### src/rtl/sw_pkg.sv
// Shared stopwatch types: BCD digit, packed MM:SS.cc time word and digit limits.
// The seven-segment display driver imports the same definitions.
package sw_pkg;

  typedef logic [3:0] bcd_t;

  typedef struct packed {
    bcd_t min_t;
    bcd_t min_o;
    bcd_t sec_t;
    bcd_t sec_o;
    bcd_t cs_t;
    bcd_t cs_o;
  } sw_time_t;

  localparam bcd_t DIG_MAX_UNITS = 4'd9;
  localparam bcd_t DIG_MAX_TENS  = 4'd5;

endpackage

### src/rtl/sw_time_counter_bcd_digit.sv
// One BCD digit of the time chain: counts 0..MAX on inc and reports a
// combinational carry so a whole chain settles within a single edge.
module bcd_digit
  import sw_pkg::*;
#(
  parameter bcd_t MAX = DIG_MAX_UNITS
) (
  input  logic clk,
  input  logic rst,
  input  logic clr,
  input  logic inc,
  output bcd_t q,
  output logic carry
);

  bcd_t q_r;

  // Values above MAX cannot arise, but they are treated like MAX so the digit self-recovers.
  assign carry = inc && (q_r >= MAX);
  assign q     = q_r;

  // Digit register with clear priority over increment.
  always_ff @(posedge clk or posedge rst) begin
    if (rst) begin
      q_r <= 4'd0;
    end else if (clr) begin
      q_r <= 4'd0;
    end else if (inc) begin
      if (q_r >= MAX) begin
        q_r <= 4'd0;
      end else begin
        q_r <= q_r + 4'd1;
      end
    end else begin
      q_r <= q_r;
    end
  end

endmodule

### src/rtl/sw_time_counter.sv
// Stopwatch timebase: divides clk into centisecond ticks, keeps an MM:SS.cc
// BCD count, and provides lap hold, clear and a sticky wrap flag.
module sw_time_counter
  import sw_pkg::*;
#(
  parameter int unsigned TICK_DIV = 1_000_000
) (
  input  logic        clk,
  input  logic        rst,
  input  logic        en,
  input  logic        clr,
  input  logic        lap,
  output logic [23:0] disp_bcd,
  output logic [23:0] live_bcd,
  output logic        lap_mode,
  output logic        tick,
  output logic        wrapped
);

  localparam int unsigned CNT_W = $clog2(TICK_DIV);
  localparam logic [CNT_W-1:0] PRE_LAST = CNT_W'(TICK_DIV - 1);

  logic [CNT_W-1:0] presc_r;
  logic             inc_s;
  logic [5:0]       carry_s;
  sw_time_t         live_s;
  sw_time_t         lap_r;
  logic             lap_mode_r;
  logic             tick_r;
  logic             wrapped_r;

  assign inc_s = en && !clr && (presc_r == PRE_LAST);

  // Prescaler: advances only while enabled, so a pause keeps the partial interval.
  always_ff @(posedge clk or posedge rst) begin
    if (rst) begin
      presc_r <= '0;
    end else if (clr) begin
      presc_r <= '0;
    end else if (en) begin
      if (inc_s) begin
        presc_r <= '0;
      end else begin
        presc_r <= presc_r + CNT_W'(1);
      end
    end else begin
      presc_r <= presc_r;
    end
  end

  bcd_digit #(.MAX(DIG_MAX_UNITS)) u_cs_o  (.clk(clk), .rst(rst), .clr(clr), .inc(inc_s),      .q(live_s.cs_o),  .carry(carry_s[0]));
  bcd_digit #(.MAX(DIG_MAX_UNITS)) u_cs_t  (.clk(clk), .rst(rst), .clr(clr), .inc(carry_s[0]), .q(live_s.cs_t),  .carry(carry_s[1]));
  bcd_digit #(.MAX(DIG_MAX_UNITS)) u_sec_o (.clk(clk), .rst(rst), .clr(clr), .inc(carry_s[1]), .q(live_s.sec_o), .carry(carry_s[2]));
  bcd_digit #(.MAX(DIG_MAX_TENS))  u_sec_t (.clk(clk), .rst(rst), .clr(clr), .inc(carry_s[2]), .q(live_s.sec_t), .carry(carry_s[3]));
  bcd_digit #(.MAX(DIG_MAX_UNITS)) u_min_o (.clk(clk), .rst(rst), .clr(clr), .inc(carry_s[3]), .q(live_s.min_o), .carry(carry_s[4]));
  bcd_digit #(.MAX(DIG_MAX_TENS))  u_min_t (.clk(clk), .rst(rst), .clr(clr), .inc(carry_s[4]), .q(live_s.min_t), .carry(carry_s[5]));

  // Status flags: tick marks the first cycle of a new value, wrapped sticks until clear.
  always_ff @(posedge clk or posedge rst) begin
    if (rst) begin
      tick_r    <= 1'b0;
      wrapped_r <= 1'b0;
    end else if (clr) begin
      tick_r    <= 1'b0;
      wrapped_r <= 1'b0;
    end else begin
      tick_r    <= inc_s;
      wrapped_r <= wrapped_r | carry_s[5];
    end
  end

  // Lap capture takes the pre-increment live value even on an increment edge.
  always_ff @(posedge clk or posedge rst) begin
    if (rst) begin
      lap_r      <= '0;
      lap_mode_r <= 1'b0;
    end else if (clr) begin
      lap_r      <= '0;
      lap_mode_r <= 1'b0;
    end else if (lap) begin
      if (!lap_mode_r) begin
        lap_r      <= live_s;
        lap_mode_r <= 1'b1;
      end else begin
        lap_r      <= lap_r;
        lap_mode_r <= 1'b0;
      end
    end else begin
      lap_r      <= lap_r;
      lap_mode_r <= lap_mode_r;
    end
  end

  // Display selects the frozen lap value or the live count.
  always_comb begin
    disp_bcd = live_s;
    if (lap_mode_r) begin
      disp_bcd = lap_r;
    end else begin
      disp_bcd = live_s;
    end
  end

  assign live_bcd = live_s;
  assign lap_mode = lap_mode_r;
  assign tick     = tick_r;
  assign wrapped  = wrapped_r;

endmodule

### config.mk
export PLATFORM = sky130hd
export DESIGN_NAME = sw_time_counter
export DESIGN_NICKNAME = d
export VERILOG_FILES = /design/src/rtl/sw_pkg.sv /design/src/rtl/sw_time_counter_bcd_digit.sv /design/src/rtl/sw_time_counter.sv
export SDC_FILE = /design/constraint.sdc
export NUM_CORES = 1
export LEC_CHECK = 0
export ABC_AREA = 1
export ABC_CLOCK_PERIOD_IN_PS = 5100
export CAP_MARGIN = 10
export CORE_ASPECT_RATIO = 1.2
export CORE_UTILIZATION = 50
export DETAILED_ROUTE_END_ITERATION = 8
export PLACE_DENSITY = 0.79
export SYNTH_ARGS = -nofsm -noshare
export SYNTH_HDL_FRONTEND = slang
export SYNTH_SLANG_ARGS = --single-unit
### constraint.sdc
create_clock -name clk -period 5.1 [get_ports clk]
set_clock_uncertainty 0.15 [all_clocks]
set_input_delay 1.275 -clock clk [delete_from_list [all_inputs] [get_ports clk]]
set_output_delay 1.275 -clock clk [all_outputs]
set_load 0.02 [all_outputs]
==> impl_metrics.toml <==
[sta]
post-route-period-util_pct = 75.3
maxSlewHeadroom_pct = 34.9
period_minus_slack_ps = 3840
hold_viol = 0
setup_tns_ps = 0
tightestPinTransition_ps = 977
worst_hold_slack_ps = 369
fmax_ghz = 0.260
rsz0062_at_grt = "no"
maxSlewViolCount = 0
setup_viol = 0

[floorplanning]
die_h_um = 102
die_w_um = 85.0
core-area_sq_mm = 0.00784
initial_utilization_pct = 52.8
rows = 35
io_pins = 56
dieArea_sq_mm = 0.00864

[critical_path]
cp_slowest_cell = "dfrtp_1"
r2r_cells = 10
worstPathArrival_ps = 2420
path_delay_family = "buffers and inverters"
worst-path-buf-inv = 2
critPathKind = "flip-flop to primary output"
cp.required_ps = 3670
cp_cell_sequence = "buf_4 > nand2_1 > o21ai_0 > clkdlybuf4s50_1"
start_kind = "flip-flop"
rrSetupSlack_ps = 2970
reg2reg_to = "u_cs_o.q[2]"
startpoint = "lap_mode"
end_kind = "primary output"
worstPathMaxFanout = 27
max_stage_delay_ps = 810
timing.rr.start = "presc_r[0]"

[layout]
syn2layout_area_growth_pct = 21.6
final_util_pct = 64.1
fin_nets = 599
antenna_cells = 0
drive_above_1_share_pct = 12.1

[global_route]
grt_pass1_wl_um = 16500
grt_usage_pct = 24.6
grt_overflow = 0
grt_max_degree = 47
grt_antenna_before_repair = 0
first_global_vias = 3519

[synth]
synth.area.mux_share_pct = 0
synth_xor_area_share_pct = 3.60
synth_compound_area_share_pct = 8.08
syn_nets = 544
syn-cell-area_sq_mm = 0.00414
synth_warnings = 0
synthArstFlopShare_pct = 100
synth.distinct_cells = 38
synth_area_per_cell_sq_um = 7.95
synthFlopType = "dfrtp_1"
ys_ff_latch = 71
yosysSeqAreaShare_pct = 43.0
synth_top_family_by_area = "simple AND/OR/NAND/NOR gates"
synth-edff-count = 0
yosys.area_share.simple_pct = 32.6
synthAdderAreaFrac_pct = 5.75
synthCells = 520

[placement]
hpwl_um = 7230
portBuffers = 55
gp_congestion = 0.875

[clocking]
clk_pin_slew_ps = 80
cts_tree = "yes"
htree_levels = 3
clkLatencyLatePin_ps = 360
ctsResizeCount = 0
clock_path_buffers = 2
hold_buffers = 0
cts-buffers-inserted = 9
cts-root-buf = "clkbuf_8"
post_cts_buffers = 0
clock_sinks = 71

[routing]
drt_iter0_drc = 146
viasPerCell = 5.51
dr.pass1.iters = 5
route.vias.total = 3703
wirelength_um = 10200
antenna_left = 0
drc = 0
drt-wirelength-per-cell_um = 15.2

[hold_path]
hp-start = "lap_r[10]"
whs_path_depth = 2
hold_end = "lap_r[10]"
hp-class = "flip-flop to flip-flop"

[power_and_ir_drop]
leakage_nw = 2.29
irDropWorstVdd_uv = 204
power.density_mw_per_mm2 = 285
fin_total_pwr_w = 0.00143

[outcome]
status = "finished, final reports clean"

[job]
maxCapViolCount = 0
## stage by stage
stage / cell area, sq um / setup WS, ps / instances
floorplan: 4140 / 1880 / 520
global placement: 4760 / 1610 / 656
detailed placement: 4760 / 1520 / 656
CTS: 5030 / 1280 / 672
global route: 5030 / 1150 / 672
finish: 5030 / 1260 / 672
## cells by family (layout without fill, tap and decap cells)
logic type      Yosys count  after routing
buf+inv                  72            132
xor+xnor                 17             17
compound gates           58             58
simple gates            283            283
flops                    71             71
fa+ha+maj                19             19
## synth_stat cells, drive strengths merged (6+ instances only)
| cell type | instances | area share, % |
|---|---|---|
| nand3 | 57 | 7.5 |
| a21oi | 16 | 2.4 |
| nor2 | 47 | 6.0 |
| clkbuf | 11 | 1.0 |
| ha | 19 | 5.7 |
| inv | 53 | 4.8 |
| o21ai | 32 | 3.9 |
| dfrtp | 71 | 43 |
| nand4 | 13 | 2.6 |
| nor3 | 6 | 1.1 |
| xor2 | 12 | 2.5 |
| nand2 | 158 | 15 |
## worst max path at each step
stage               cells past startpoint          end  slack [ps]
floorplan                               1     lap_mode        1880
finish                                  4  disp_bcd[5]        1260
global placement                        6  u_cs_o.q[2]        1610
CTS                                     4  disp_bcd[5]        1280
global route                            4  disp_bcd[5]        1150
detailed placement                      6  u_cs_o.q[2]        1520
## area by class of cell
type	instances	area, sq um
inverter	56	210
timing repair buffer	60	588
sequential	71	1780
multi-input combinational	377	2070
clock buffer	11	141
fill	661	2810
clock inverter	5	129
tap	92	115
## power by group
part,switching [W],internal [W],leakage [nW],total [W]
clock,0.000223,0.000389,0.134,0.000612
combinational,0.000130,0.0000783,1.17,0.000208
sequential,0.0000304,0.000581,0.983,0.000611
total,0.000383,0.00105,2.29,0.00143
## sequential cells by signal (all words and copies together) (netlist names)
| signal | cells |
|---|---|
| lap_mode | 1 |
| lap_r | 24 |
| presc_r | 20 |
| tick | 1 |
| u_cs_o.q | 4 |
| u_cs_t.q | 4 |
| u_min_o.q | 4 |
| u_min_t.q | 4 |
| u_sec_o.q | 4 |
| u_sec_t.q | 4 |
| wrapped | 1 |
## layer usage
| layer | track usage, % | wire length (um) |
|---|---|---|
| met5 | 0 | 0 |
| met4 | 15.3 | 400 |
| met3 | 3.67 | 464 |
| met2 | 43.6 | 5220 |
| met1 | 28.1 | 4110 |
## worst reg2reg max path: cells and delay by family, from the launching register on
| kind | cells | cell delay, ps |
|---|---|---|
| and+or+nand+nor | 6 | 950 |
| DFF | 1 | 400 |
| buffers and inverters | 2 | 240 |
| adders and majority gates | 1 | 210 |
| AOI/OAI and AO/OA | 1 | 60 |
## cells in the final DEF, fill, tap and decap left out, types with 2 or more instances in the layout
master	n
nand3_1	52
clkdlybuf4s50_1	55
nand2_1	148
nor2_4	6
a211oi_1	2
o21ai_0	27
xor2_1	12
nor3_1	4
o21ai_1	5
nor2_2	11
nand4_1	10
a21oi_1	13
inv_2	10
buf_4	5
a21oi_2	2
o21a_1	2
dfrtp_1	71
nand2_2	10
clkbuf_8	10
ha_1	19
bufinv_16	4
nand3_2	5
nand4_2	2
inv_1	43
clkinv_1	3
xnor2_1	5
nor2_1	30
a31oi_1	2
(Power assumes the default switching activity.)
==> variant (config.mk and constraints unchanged) <==
`TICK_DIV`: 1_000_000 -> 500_000.
--- a/src/rtl/sw_time_counter.sv
+++ b/src/rtl/sw_time_counter.sv
@@ -3,7 +3,7 @@
 module sw_time_counter
   import sw_pkg::*;
 #(
-  parameter int unsigned TICK_DIV = 1_000_000
+  parameter int unsigned TICK_DIV = 500_000
 ) (
   input  logic        clk,
   input  logic        rst,
Formal check against the unedited RTL: same outputs for any inputs over 10 cycles, from zero or initial values and one cycle with rst high; that may be too few to reach the edited logic, so the function may still have changed.
==> variant against the original RTL <==
Worst setup slack improved by 390 ps; die area fell by 4.2%; wire length is 9.5% lower; utilization is 1.6 points lower; first-iteration DRC count grew 68%; design area is 4.7% lower; global-route usage decreased by 0.69 points; via count shrank 4.9%; sequential cell count shrank 1; area after synthesis down 4.3%; total power down 20%; critical path type unchanged; highest routed layer unchanged.
==> variant: results (changes against the original RTL) <==
Clock network
  • Clk slew on worst S/H paths: ~70 ps
  • Clk Tree Root Cell: clkbuf_8
  • Htree depth: 3 (unchanged)
  • Total setup buffers inserted after CTS: 0 (unchanged)
  • Worst skew pair latency: approximately 350 ps
  • Clk buf depth: 2 (unchanged)
  • CTS Buf Count: 9 (unchanged)
  • Post-CTS Resized: 0 (unchanged)

Power and ir drop
  • Net Sw Power: 0.289 mW (-25%)
  • Peak supply drop: 0.000163 V (-20%)
  • P_leak: 2.19 nW (-4.0%)

Synthesis
  • Post-synthesis xor/xnor area fraction: 0.0376 (+0.00160)
  • Mean Syn Cell Area: 7.97 um2 (+0.16%)
  • Mux share of post-synthesis cell area: 0 (unchanged)
  • Distinct cells, synth: 33 (-13%)
  • Largest cells by area after synthesis: dfrtp_1 44%, nand2_1 11%, nand3_1 6.3%
  • EDFF count, synth: 0 (unchanged)
  • Compound-Gate Fraction of Synth Area: 0.0838 (+0.00297)
  • Sequential area share after synthesis: 0.442 (+0.0128)
  • Post-Synth Adder-Cell Area: 0.0601 (+0.00256)
  • Synthesized Nets: 521 (-4.2%)
  • Post-synth top cells: 121 x nand2_1, 70 x dfrtp_1, 50 x nand3_1, 46 x inv_1, 37 x nor2_1
  • Top_reg_cell synth: dfrtp_1
  • Synth warn: 0 (unchanged)
  • Ys async rst share: 1.00 (unchanged)

Placed design
  • Placed insts: 634 (-3.4%)
  • Port-buffer cells: 55 (unchanged)
  • Final GP Congestion: 0.827 (-5.5%)
  • Pre-CTS setup slack: 1560 ps (+37.0 ps)
  • Cell area after placement: 4600 um2 (-3.2%)
  • HPWL after detailed placement: 6.50 mm (-10%)

Route
  • Post-DR wirelength/cell: 14.2 um (-6.1%)
  • Via/cell ratio: 5.43 (-1.4%)
  • Total iterations of the first detailed-routing run: 4 (-1)
  • Total number of vias: 3521 (-4.9%)
  • Initial DRC Count: 246 (+68%)

Layout
  • N_diodes: 0 (unchanged)
  • Fillers: 656 (-0.76%)
  • # nets final: 577 (-3.7%)
  • Share of layout cells above drive strength 1: 0.0881 (-0.0326)
  • Largest regs: lap_r: 24 flops, presc_r: 19 flops

GRT
  • Initial antenna violation count: 0 (unchanged)
  • GRT Util Overall: 0.239 (-0.00694)
  • First-pass GRT wire length: 15.9 mm (-3.9%)
  • Largest net degree at the start of global routing: 49 (+4.3%)

Setup path
  • Arrival time worst endpoint: 2030 ps (-390 ps)
  • Worst-path maximum fanout: 48 (+78%)

Outcome
  • Status: completed

STA
  • Worst slew pin tran: 971 ps (-5.80 ps)

Min path
  • Worst hold path type: reg -> reg
-- variant: critical path: stages, from the launching register on --
cell and delay, ps:
dfrtp_1 360, buf_4 260, o21ai_0 380, clkdlybuf4s50_1 680
-- variant: cells by family after synthesis --
family | count (synthesis)
buffers and inverters | 73
AOI/OAI and AO/OA | 62
xor gates and xnor gates | 17
DFF | 70
and+or+nand+nor | 256
adders and majority gates | 19
-- variant: final timing paths --
kind | cells past startpoint | slack, ps | from | to
setup / recovery | 3 | 1650 | lap_mode$_DFFE_PP0P_ | disp_bcd[8]
hold / removal | 2 | 360 | lap_r[7]$_DFFE_PP0P_ | lap_r[7]$_DFFE_PP0P_
setup reg to reg | 12 | 2940 | presc_r[0]$_DFFE_PP0P_ | presc_r[15]$_DFFE_PP0P_
hold reg to reg | 2 | 360 | lap_r[7]$_DFFE_PP0P_ | lap_r[7]$_DFFE_PP0P_
max in group asynchronous | 3 | 2560 | rst | presc_r[4]$_DFFE_PP0P_
min in group asynchronous | 2 | 1320 | rst | u_cs_o.q[2]$_DFFE_PP0P_
-- variant: layout make-up --
cell class | instances | area [um2] | area share
flip-flops and latches | 70 | 1750 | 0.366
clock buffers | 13 | 159 | 0.0332
multi-input cells | 354 | 1920 | 0.401
well taps | 92 | 115 | 0.0240
repair buffers | 61 | 596 | 0.124
clock inverters | 1 | 30.0 | 0.00627
inverters | 57 | 219 | 0.0457
-- variant: power groups by stage --
stage / Clock, mW / Sequential [mW] / Combinational [mW]
floorplan: 0 / 0.589 / 0.0690
global placement: 0 / 0.584 / 0.117
detailed placement: 0 / 0.585 / 0.119
CTS: 0.450 / 0.575 / 0.120
global route: 0.475 / 0.576 / 0.132
finish: 0.446 / 0.575 / 0.118
-- variant: layer usage --
metal / routed length [um] / track usage
met1: 3910 / 0.295
met2: 4750 / 0.420
met3: 444 / 0.0473
met4: 121 / 0.0836
met5: 0 / 0
